### src/rtl/protocol_cycle_acquirer.sv
// Frames debounced indicator-high windows and accumulates signed data over each,
// handing {sum, count, sat} to a reader through a valid/ready register stage.
module protocol_cycle_acquirer #(
    parameter int DATA_W   = 14,
    parameter int CNT_W    = 24,
    parameter int ACC_W    = 38,
    parameter int DEBOUNCE = 4
) (
    input  logic                     clk_i,
    input  logic                     rstn_i,
    input  logic                     enable_i,
    input  logic signed [DATA_W-1:0] data_i,
    input  logic signed [DATA_W-1:0] indicator_i,
    input  logic signed [DATA_W-1:0] threshold_i,
    output logic signed [ACC_W-1:0]  sum_o,
    output logic        [CNT_W-1:0]  count_o,
    output logic                     sat_o,
    output logic                     valid_o,
    input  logic                     ready_i,
    output logic                     missed_o
);

    localparam int             DB_W    = (DEBOUNCE > 1) ? $clog2(DEBOUNCE) : 1;
    localparam logic [DB_W-1:0] DB_LAST = DB_W'(DEBOUNCE - 1);
    localparam logic [CNT_W-1:0] CNT_MAX = {CNT_W{1'b1}};

    typedef enum logic [1:0] {IDLE, ARM_LOW, WAIT_HIGH, ACCUM} state_t;

    state_t                  st_q;
    logic                    ind_q, ind_d;
    logic [DB_W-1:0]         db_q, db_d;
    logic signed [ACC_W-1:0] acc_q, acc_d, data_ext;
    logic [CNT_W-1:0]        cnt_q, cnt_d;
    logic                    sat_q;
    logic                    raw;

    assign raw      = (indicator_i > threshold_i);
    assign data_ext = ACC_W'(data_i);
    assign acc_d    = acc_q + data_ext;
    assign cnt_d    = cnt_q + CNT_W'(1);

    // Level flips only after DEBOUNCE consecutive disagreeing samples.
    always_comb begin
        ind_d = ind_q;
        db_d  = '0;
        if (raw != ind_q) begin
            if (db_q == DB_LAST) ind_d = raw;
            else                 db_d  = db_q + DB_W'(1);
        end
    end

    always_ff @(posedge clk_i) begin
        if (!rstn_i) begin
            st_q     <= IDLE;
            ind_q    <= 1'b0;
            db_q     <= '0;
            acc_q    <= '0;
            cnt_q    <= '0;
            sat_q    <= 1'b0;
            sum_o    <= '0;
            count_o  <= '0;
            sat_o    <= 1'b0;
            valid_o  <= 1'b0;
            missed_o <= 1'b0;
        end else begin
            ind_q    <= ind_d;
            db_q     <= db_d;
            missed_o <= 1'b0;
            if (valid_o && ready_i) valid_o <= 1'b0;

            if (!enable_i) begin
                st_q <= IDLE;
            end else begin
                case (st_q)
                    IDLE:      st_q <= ARM_LOW;
                    ARM_LOW:   if (!ind_q) st_q <= WAIT_HIGH;
                    WAIT_HIGH: if (ind_q) begin
                        acc_q <= data_ext;
                        cnt_q <= CNT_W'(1);
                        sat_q <= 1'b0;
                        st_q  <= ACCUM;
                    end
                    ACCUM: begin
                        if (ind_q) begin
                            // Counter pinned at max: freeze sum/count, remember it.
                            if (cnt_q == CNT_MAX) begin
                                sat_q <= 1'b1;
                            end else begin
                                acc_q <= acc_d;
                                cnt_q <= cnt_d;
                            end
                        end else begin
                            st_q <= WAIT_HIGH;
                            if (!valid_o || ready_i) begin
                                sum_o   <= acc_q;
                                count_o <= cnt_q;
                                sat_o   <= sat_q;
                                valid_o <= 1'b1;
                            end else begin
                                missed_o <= 1'b1;
                            end
                        end
                    end
                    default:   st_q <= IDLE;
                endcase
            end
        end
    end

endmodule

### config.mk
export PLATFORM = sky130hd
export DESIGN_NAME = protocol_cycle_acquirer
export DESIGN_NICKNAME = d
export VERILOG_FILES = /design/src/rtl/protocol_cycle_acquirer.sv
export SDC_FILE = /design/constraint.sdc
export NUM_CORES = 1
export LEC_CHECK = 0
export CAP_MARGIN = 20
export CORE_ASPECT_RATIO = 0.6
export CORE_UTILIZATION = 50
export CTS_CLUSTER_DIAMETER = 80
export DETAILED_ROUTE_END_ITERATION = 6
export GPL_ROUTABILITY_DRIVEN = 0
export GPL_TIMING_DRIVEN = 0
export PLACE_DENSITY = 0.75
export SLEW_MARGIN = 5
export SYNTH_ARGS = -nofsm -noshare
export SYNTH_HDL_FRONTEND = slang
export SYNTH_SLANG_ARGS = --single-unit
### constraint.sdc
create_clock -name clk_i -period 2.7 [get_ports clk_i]
set_input_delay 0.27 -clock clk_i [delete_from_list [all_inputs] [get_ports clk_i]]
set_output_delay 0.27 -clock clk_i [all_outputs]
set_load 0.05 [all_outputs]
==> parameters.txt, run 1 <==
Parameter                              Value

Drt
  Initial DRC Count    just under 900
  Per-cell via count in the routed design    5.731
  Total routed wirelength    22360 um
  First-pass DRT Iterations    6
  DRC viols    0
  Wire length per cell after detailed routing    between 15 and 20 um
  DRT antenna net count    0
  Total vias in the final route    between 7k and 8k

Yosys
  Fraction of registers with async set or reset after synthesis    0
  Cell area after technology mapping    approximately 7600 sq um
  Post-synthesis cell type count    71
  Part of the Yosys area used for sequential elements    0.3489
  Post-synthesis share of cell area spent on xor and xnor gates    0.05280
  Average cell area after synthesis    about 7.9 sq um
  Top FF cell, synth    dfxtp_1
  Cell taking the most area after synthesis    dfxtp_1
  Post-Synth Simple-Gate Area    0.2058
  Area fraction in compound gates after synthesis    0.2448
  Synthesized netlist cell count    970
  Combinational family with the most area after synthesis    compound AO/OA/AOI/OAI gates
  Multiplexer fraction of the synthesized cell area    0.009182
  Count of state elements after synthesis    about 130
  Adder and majority cell fraction of the synthesized area    0.08952
  Post-Synthesis Net Count    1070
  Proportion of netlist area held by the largest area contributor    0.3489
  Number of enable flip-flop cells after synthesis    0
  Number of warnings reported in the yosys synthesis log    0
  Leading cell types by total area after synthesis    dfxtp_1 (35%), nand2_1 (9.2%), a21oi_1 (8.7%), ha_1 (8.7%), nor2_1 (3.0%)

Power
  Sequential share of power    0.416
  Fraction of power spent switching nets    0.2543
  Power density normalized to cell area    475.8 nW/um^2
  Share of power burned in the clock network    0.505
  Worst VDD drop    0.4263 mV
  Leak Pwr    between 3 and 4 nW
  Internal power    about 3.5 mW
  Switching component of the power    about 1.2 mW
  Comb pwr share    0.079
  Post-route total power    about 4.7 mW

Worst hold path
  Instance count along the most critical hold path    3
  Worst hold path startpoint    enable_i
  End point of the most critical hold path    valid_o
  Worst min-delay path class    in -> reg

Global route
  Vias in the first global route    just over 7k
  First-pass GRT wire length    between 30000 and 40000 um
  Antenna violations before repair    0
  All-Layer GR Usage    0.2846
  Pin count of the biggest net entering global routing    23
  Overflow left after global routing    0

Cells and area
  Share of post-route cells with drive strength above 1    0.1202
  Layout Nets    1210
  Area growth from synthesis to layout    30.73%
  Number of antenna repair diodes    0
  Post-route standard cell area excluding fillers    9976 sq um
  Commonest cells after routing, fill and taps aside    nand2_1 (187), a21oi_1 (128), dfxtp_1 (128), clkdlybuf4s50_1 (105), nor2_1 (58)
  Most common library cell in the layout ignoring fill and taps    nand2_1

Critical path
  Count of cells along the worst register-to-register path    11
  CP Data Arrival Time    roughly 3300 ps
  Highest fanout seen on the critical path    3
  Critical path startpoint category    flop
  Sort of element at the end of the critical path    flop
  Type of the worst setup path    reg -> reg
  Reg2reg setup slack    -270 ps
  Required @ worst endpoint    about 3000 ps
  R2R Path Start    acc_q[0]
  Destination of the worst register-to-register timing path    acc_q[36]

Floorplanning
  Number of primary I/O pins    roughly 110
  Die Span X    161.5 um
  Placeable core area    14680 sq um
  # rows    34
  Height of the die    97.70 um
  Initial core utilization    0.5199
  Floorplan die area    about 16000 sq um

Clock tree
  Deepest clock path buffer count    2
  Clk slew on worst S/H paths    ~60 ps
  Maximum level of the CTS H-tree    4
  Clock sinks    about 130
  Clock latency of the later-clocked register in the worst-skew pair    430 ps
  TritonCTS clock tree    yes
  Root Buffer    clkbuf_16
  Hold_buf cts    0
  CTS buffer count    17

Timing
  Fin crit period    2967 ps
  RSZ-0062 raised after global routing    yes
  Worst clock skew    between 10 and 15 ps
  Final worst setup slack    -267.0 ps
  Final hold vios    0
  Actual transition at the worst max-transition pin    a little under 800 ps
  Worst slew slack as a fraction of its limit    0.4747
  Final-report setup violation count    7
  Peak clock frequency supported by timing    between 300 and 400 MHz
  Final hold slack    ~230 ps
  Post-route fraction of the period consumed by the critical path    1.099
  Max-slew violation total from the final report    0

Placement
  Post-DP HPWL    around 16000 um
  Port Buf Inserts    around 110
  Setup slack after placement    -939.3 ps
  Cell area after placement    8985 sq um

Flow run
  Max cap viols    0

Run status
  Violations in the final reports    setup timing
  Status    finished, violations left
-- worst max-delay path, stage by stage (launching register included) --
cell and delay (ps):
dfxtp_2 340, ha_4 170, fa_2 380, a211oi_4 290, o21bai_2 140, a221oi_4 320, o31ai_4 100, a22oi_2 220
a31oi_2 150, o41ai_2 350, mux2i_1 290, a21oi_1 110
-- cells by family (layout without fill, tap and decap cells) --
group                    count (synthesis)  in the layout
AO/OA/AOI/OAI                          291            291
XOR/XNOR                                46             46
adder cells (fa/ha/maj)                 54             54
buffers and inverters                   92            245
flip-flops                             133            133
multiplexers                             7              7
AND/OR/NAND/NOR                        347            347
-- power groups by stage --
stage	logic (mW)	clock network, mW	registers, mW
after global placement	0.340	0	2.02
after floorplan	0.209	0	2.02
after global routing	0.414	2.49	1.97
final	0.377	2.40	1.97
after CTS	0.358	2.39	1.97
after detailed placement	0.348	0	2.02
-- flip-flops by register name, summed over array words and instances (netlist names) --
register,count
db_q,2
sum_o,38
count_o,24
acc_q,38
valid_o,1
missed_o,1
sat_q,1
ind_q,1
sat_o,1
st_q,2
cnt_q,24
-- through the flow --
step,utilization,std cells,setup TNS (ps)
finish,0.6797,1321,-1005
global route,0.6797,1321,-2010
global placement,0.6112,1277,-24690
floorplan,-,970,0
CTS,0.6662,1317,-764.0
detailed placement,0.6122,1278,-13360
-- routing by layer --
layer,GRT usage,vias to the layer above,part of all wire
met1,0.4274,3479,0.49
li1,-,3695,-
met3,0.06061,49,0.094
met5,0,-,0
met2,0.4072,348,0.40
met4,0.07039,0,0.016
-- synthesized netlist by cell type (all sizes together) (3+ instances only) --
cell and n:
nor3 7, nor2 61, nor2b 6, and2 5
mux2i 7, a21oi 135, o211a 5, a41oi 3
clkbuf 44, and4 6, ha 53, a311oi 3
o21a 7, buf 11, a31oi 11, nand4 13
o21ai 50, a31o 3, o21bai 7, or3 8
inv 37, nand2 189, a21o 23, nand3 26
dfxtp 133, o31ai 5, o211ai 8, nor3b 4
a21boi 11, a211oi 3, xor2 24, and3 7
xnor2 22, nand2b 6, nor4 4
-- worst max path at each step --
| stage | from | endpoint | slack (ps) |
|---|---|---|---|
| 6_report | acc_q[0] | acc_q[36] | -270 |
| 5_1_grt | acc_q[0] | acc_q[36] | -380 |
| 4_1_cts | acc_q[0] | acc_q[36] | -310 |
| 3_5_place_dp | data_i[13] | acc_q[37] | -940 |
| 3_3_place_gp | data_i[13] | acc_q[37] | -1370 |
| 2_1_floorplan | acc_q[0] | acc_q[30] | 10 |
-- final cells by class --
| type | count | area [sq um] |
|---|---|---|
| repair buffers | 126 | 1239 |
| clock inverters | 14 | 162.7 |
| well taps | 198 | 247.7 |
| plain buffers | 50 | 224.0 |
| clock buffers | 18 | 439.2 |
| inverters | 37 | 138.9 |
| flip-flops and latches | 133 | 2671 |
| fillers | 1211 | 4701 |
| multi-input cells | 745 | 4853 |
-- timing repair --
| action | in CTS | in global routing |
|---|---|---|
| setup endpoints to repair | 16 | 28 |
| resized for setup | 28 | 46 |
| setup buffers | 9 | 8 |
| pin swaps | 24 | 29 |
No activity file was read; power rests on OpenSTA's default activity.
==> inputs of run 2 (changes only) <==
--- a/config.mk
+++ b/config.mk
@@ -5,14 +5,15 @@
 export SDC_FILE = /design/constraint.sdc
 export NUM_CORES = 1
 export LEC_CHECK = 0
-export CAP_MARGIN = 20
+export CAP_MARGIN = 30
 export CORE_ASPECT_RATIO = 0.6
-export CORE_UTILIZATION = 50
+export CORE_UTILIZATION = 58
 export CTS_CLUSTER_DIAMETER = 80
 export DETAILED_ROUTE_END_ITERATION = 6
+export DONT_BUFFER_PORTS = 1
 export GPL_ROUTABILITY_DRIVEN = 0
 export GPL_TIMING_DRIVEN = 0
-export PLACE_DENSITY = 0.75
+export PLACE_DENSITY = 0.74
 export SLEW_MARGIN = 5
 export SYNTH_ARGS = -nofsm -noshare
 export SYNTH_HDL_FRONTEND = slang
==> run 2 against run 1 <==
Against the previous run: the run still ends with setup timing left; combinational power down 21%; maximum frequency up 4.2%; clock skew down 3.4 ps; sequential power about the same; largest power group unchanged.
==> parameters.txt, run 2 (same netlist as run 1, synthesis figures left out) <==
Parameter                              Value

Flow run
  Max cap viols    0

Timing
  Fin crit period    approximately 2800 ps
  Worst slew slack as a fraction of its limit    0.4940
  Actual transition at the worst max-transition pin    approximately 760 ps
  Final-report setup violation count    6
  Max-slew violation total from the final report    0
  Peak clock frequency supported by timing    about 350 MHz
  Final worst setup slack    -148.5 ps
  Post-route fraction of the period consumed by the critical path    1.055
  Accumulated negative setup slack    -552.4 ps
  Worst clock skew    between 7 and 8 ps
  RSZ-0062 raised after global routing    yes
  Final hold vios    0

Floorplanning
  Number of primary I/O pins    about 110
  Die Span X    150.1 um
  Initial core utilization    0.5938
  Placeable core area    approximately 13000 sq um
  # rows    32
  Floorplan die area    13630 sq um
  Height of the die    approximately 91 um

Cells and area
  Area growth from synthesis to layout    16.10%
  Largest registers    acc_q: 38 flops, sum_o: 38 flops
  Layout Nets    1104
  Most common library cell in the layout ignoring fill and taps    nand2_1
  Commonest cells after routing, fill and taps aside    nand2_1 (187), dfxtp_1 (130), a21oi_1 (128), nor2_1 (59), ha_1 (43)
  Share of post-route cells with drive strength above 1    0.1270
  Number of antenna repair diodes    0
  Post-route standard cell area excluding fillers    between 8000 and 9000 sq um
  Final cell count without fillers    1186

Worst hold path
  End point of the most critical hold path    acc_q[1]
  Instance count along the most critical hold path    2
  Worst hold path startpoint    data_i[1]
  Worst min-delay path class    in -> reg

Power
  Worst VDD drop    ~0.38 mV
  Power density normalized to cell area    520.5 nW/um^2
  Leak Pwr    about 3.5 nW
  Post-route total power    around 4.6 mW

Critical path
  R2R Path Start    acc_q[0]
  Most used cell along the critical path    a31oi_4
  Type of the worst setup path    reg -> reg
  CP Data Arrival Time    ~3200 ps
  Required @ worst endpoint    about 3000 ps
  Destination of the worst register-to-register timing path    acc_q[30]
  CP bufs+invs    1
  Highest fanout seen on the critical path    3
  Sort of element at the end of the critical path    flop
  Max incr delay on CP    ~350 ps
  Critical path, cell by cell    ha_4 -> fa_2 -> a211oi_2 -> o21bai_2 -> a221oi_4 -> buf_4 -> o31ai_4 -> a31oi_4 -> o21bai_4 -> a31oi_4 -> mux2i_1 -> nor3_2
  Family of cells with the greatest summed delay on the critical path    compound AO/OA/AOI/OAI gates
  Critical path startpoint category    flop
  Count of cells along the worst register-to-register path    12
  Critical-path top delay cell    fa_2
  Reg2reg setup slack    -150 ps

Drt
  Total routed wirelength    roughly 21000 um
  Wire length per cell after detailed routing    17.70 um
  DRC viols    0
  First-pass DRT Iterations    5
  Total vias in the final route    7118
  Initial DRC Count    just over 700
  Per-cell via count in the routed design    ~6.0
  DRT antenna net count    0

Placement
  Post-DP HPWL    roughly 15000 um
  Count of placed standard cells including taps    1140
  Port Buf Inserts    0
  Cell area after placement    between 7000 and 8000 sq um
  Setup slack after placement    -443.3 ps

Run status
  Status    finished, violations left
  Violations in the final reports    setup timing

Clock tree
  Maximum level of the CTS H-tree    4
  Clk slew on worst S/H paths    60 ps
  Clock sinks    between 100 and 150
  Deepest clock path buffer count    2
  TritonCTS clock tree    yes
  Root Buffer    clkbuf_16
  CTS buffer count    17
  Clock latency of the later-clocked register in the worst-skew pair    between 400 and 500 ps

Global route
  Vias in the first global route    between 6k and 7k
  Overflow left after global routing    0
  Antenna violations before repair    0
  Pin count of the biggest net entering global routing    31
  First-pass GRT wire length    about 33000 um
  All-Layer GR Usage    0.3088
## run 2: cell types whose count changed in the layout (fill, tap and decap cells not counted), sizes merged
cell | before | now
clkinvlp | 4 | 3
clkinv | 1 | 3
clkdlybuf4s50 | 105 | 0
clkdlybuf4s18 | 1 | 0
clkbuf | 56 | 58
inv | 44 | 42
dlygate4sd2 | 1 | 0
dlymetal6s2s | 2 | 0
dlygate4sd3 | 0 | 1
## run 2: worst reg2reg max path: cells and delay by family, from the launching register on
kind                     cells  cell delay [ps]
adder cells (fa/ha/maj)      2              520
AO/OA/AOI/OAI                7             1400
AND/OR/NAND/NOR              1               60
buffers and inverters        1              190
multiplexers                 1              240
flip-flops                   1              340
## run 2: stage by stage
stage	hold slack, ps	util
CTS	6.903	0.6705
global placement	437.4	0.6103
finish	4.994	0.6894
global route	17.30	0.6894
detailed placement	446.3	0.6103
floorplan	431.4	-
## run 2: where the power goes
group          leakage [nW]  switching (mW)  internal (mW)
registers              1.07         0.00427           1.97
logic                  2.16           0.189          0.107
clock network         0.282           0.949           1.39
## run 2: what timing repair did
item                       CTS  global route
pin swaps                   14            28
gates cloned                 0             0
hold buffers                 1             0
hold endpoints to repair     1             0
gates resized for setup     19            41
setup buffers                9            10
setup endpoints to repair   12            36
## run 2: worst max path at each step
| stage | cells after the start | start | slack (ps) | end |
|---|---|---|---|---|
| 2_1_floorplan | 11 | acc_q[0] | 10 | acc_q[30] |
| 3_3_place_gp | 11 | acc_q[0] | -440 | acc_q[30] |
| 3_5_place_dp | 11 | acc_q[0] | -440 | acc_q[30] |
| 4_1_cts | 11 | acc_q[0] | -220 | acc_q[36] |
| 5_1_grt | 12 | acc_q[0] | -250 | acc_q[30] |
| 6_report | 12 | acc_q[0] | -150 | acc_q[30] |
## run 2: layout make-up
type / count / area [sq um]
timing repair buffer: 20 / 168.9
tap: 170 / 212.7
fill: 1048 / 3993
sequential: 133 / 2669
clock inverter: 13 / 147.6
clock buffer: 18 / 439.2
multi-input combinational: 745 / 4862
inverter: 37 / 138.9
buffer: 50 / 221.5
## run 2: metal layers
metal,GRT usage,share of wire,vias to the layer above
li1,-,-,3468
met1,0.4722,0.49,3278
met2,0.3993,0.38,349
met5,0,0,-
met4,0.06987,0.013,0
met3,0.1116,0.11,23
==> inputs of run 3 (changes only) <==
--- a/config.mk
+++ b/config.mk
@@ -14,6 +14,7 @@
 export GPL_ROUTABILITY_DRIVEN = 0
 export GPL_TIMING_DRIVEN = 0
 export PLACE_DENSITY = 0.74
+export SKIP_CTS_REPAIR_TIMING = 1
 export SLEW_MARGIN = 5
 export SYNTH_ARGS = -nofsm -noshare
 export SYNTH_HDL_FRONTEND = slang
==> run 3 against run 2 <==
Against the previous run: the run still ends with setup timing left; largest cell class unchanged; maximum frequency fell by 5.9%; die area did not move; worst setup slack got worse by 180 ps; core utilization fell by 0.34 points; sequential power barely moved; wire length rose by 0.12%; cell count fell by 0.51%; first-iteration DRC count rose by 8.5%; non-clock buffer count fell by 6; hold slack improved by 1.3 ps; largest power group unchanged; power fell by 0.17%.
==> parameters.txt, run 3 (same netlist as run 1, synthesis figures left out) <==
Parameter                              Value

Global route
  Overflow left after global routing    0
  All-Layer GR Usage    0.3009
  Pin count of the biggest net entering global routing    31
  Met1 layer usage reported by global route    0.4697
  Met2 usage in global routing    0.3846
  Busiest layer in global routing    met1
  Antenna violations before repair    0
  Met3 Track Usage GR    0.09949
  Vias in the first global route    ~6.2k
  First-pass GRT wire length    31960 um

Timing
  Accumulated negative setup slack    -1028 ps
  Fin crit period    between 3000 and 4000 ps
  Final worst setup slack    -326.5 ps
  Worst clock skew    between 8 and 9 ps
  Worst slew slack as a fraction of its limit    0.4870
  Final hold slack    about 6.3 ps
  Actual transition at the worst max-transition pin    between 700 and 800 ps
  Peak clock frequency supported by timing    between 300 and 400 MHz
  Final hold vios    0
  RSZ-0062 raised after global routing    yes
  Post-route fraction of the period consumed by the critical path    1.121
  Final-report setup violation count    7
  Max-slew violation total from the final report    0

Floorplanning
  Placeable core area    approximately 13000 sq um
  # rows    32
  Die Span X    150.1 um
  Floorplan die area    around 14000 sq um
  Number of primary I/O pins    about 110
  Height of the die    a little over 90 um
  Initial core utilization    0.5938

Cells and area
  Area growth from synthesis to layout    15.53%
  Layout Nets    around 1.1k
  Share of post-route cells with drive strength above 1    0.1178
  Number of antenna repair diodes    0
  Number of fill cells    about 1.0k
  FF+latch area    2671 sq um
  Largest registers    acc_q: 38 flops, sum_o: 38 flops
  Final cell count without fillers    about 1.2k
  Footprint of the multi-input gates    roughly 5000 sq um
  Commonest cells after routing, fill and taps aside    nand2_1 (187), a21oi_1 (129), dfxtp_1 (128), nor2_1 (59), ha_1 (44)
  Post-route standard cell area excluding fillers    between 8000 and 9000 sq um
  Final core utilization    0.6859
  Most common library cell in the layout ignoring fill and taps    nand2_1

Clock tree
  Clk slew on worst S/H paths    around 60 ps
  TritonCTS clock tree    yes
  Maximum level of the CTS H-tree    4
  Root Buffer    clkbuf_16
  Clock latency of the later-clocked register in the worst-skew pair    around 420 ps
  CTS buffer count    17
  Clock sinks    133
  Deepest clock path buffer count    2

Power
  Post-route total power    around 4.6 mW
  Power density normalized to cell area    approximately 520 nW/um^2
  Leak Pwr    3.478 nW
  Worst VDD drop    around 0.38 mV

Placement
  Count of placed standard cells including taps    approximately 1.1k
  Cell area after placement    a little under 8000 sq um
  Port Buf Inserts    0
  Post-DP HPWL    14500 um
  Setup slack after placement    -443.3 ps

Run status
  Violations in the final reports    setup timing
  Status    finished, violations left

Drt
  First-pass DRT Iterations    5
  Wire length per cell after detailed routing    ~18 um
  Per-cell via count in the routed design    6.077
  DRT antenna net count    0
  Initial DRC Count    around 770
  Total routed wirelength    21020 um
  Total vias in the final route    around 7k
  DRC viols    0

Critical path
  Critical path startpoint category    flop
  CP Data Arrival Time    around 3300 ps
  Critical path, cell by cell    ha_4 -> fa_2 -> a211oi_2 -> o21bai_2 -> a221oi_4 -> o31ai_4 -> a22oi_2 -> a31oi_4 -> o41ai_4 -> mux2i_1 -> a21oi_1
  Highest fanout seen on the critical path    3
  Required @ worst endpoint    around 3000 ps
  Type of the worst setup path    reg -> reg
  Max incr delay on CP    just over 400 ps
  Critical-path top delay cell    fa_2
  Sort of element at the end of the critical path    flop

Worst hold path
  Worst min-delay path class    in -> reg

Flow run
  Max cap viols    0
-- run 3: changes by cell type in the layout (fill, tap and decap cells not counted), sizes merged --
cell         before  now
buf              29   25
clkbuf           58   57
dlygate4sd3       1    0
-- run 3: worst max-delay path, delay by kind of cell, from the launching register on --
kind	cells	cell delay [ps]
compound gates	8	1720
fa+ha+maj	2	580
flops	1	340
mux	1	250
-- run 3: path summary, 6_finish.rpt --
path	start	end	slack, ps	depth (start not counted)
max	acc_q[0]	acc_q[36]	-330	11
min	data_i[1]	acc_q[1]	6	2
max reg2reg	acc_q[0]	acc_q[36]	-330	11
min reg2reg	acc_q[18]	sum_o[18]	470	2
-- run 3: power breakdown --
| part | switching, mW | internal, mW | total, mW |
|---|---|---|---|
| Clock | 0.941 | 1.39 | 2.34 |
| Combinational | 0.189 | 0.107 | 0.296 |
| Sequential | 0.00420 | 1.97 | 1.97 |
-- run 3: cell type report --
cell class	count	area share
timing repair buffer	14	0.01192
clock inverter	13	0.01675
clock buffer	18	0.04982
multi-input combinational	745	0.5539
buffer	50	0.02469
inverter	37	0.01575
sequential	133	0.3030
tap	170	0.02413
-- run 3: routing by layer --
| layer | vias up | share of wire |
|---|---|---|
| met4 | 0 | 0.0088 |
| met3 | 15 | 0.11 |
| met5 | - | 0 |
| met1 | 3332 | 0.49 |
| li1 | 3459 | - |
| met2 | 365 | 0.39 |
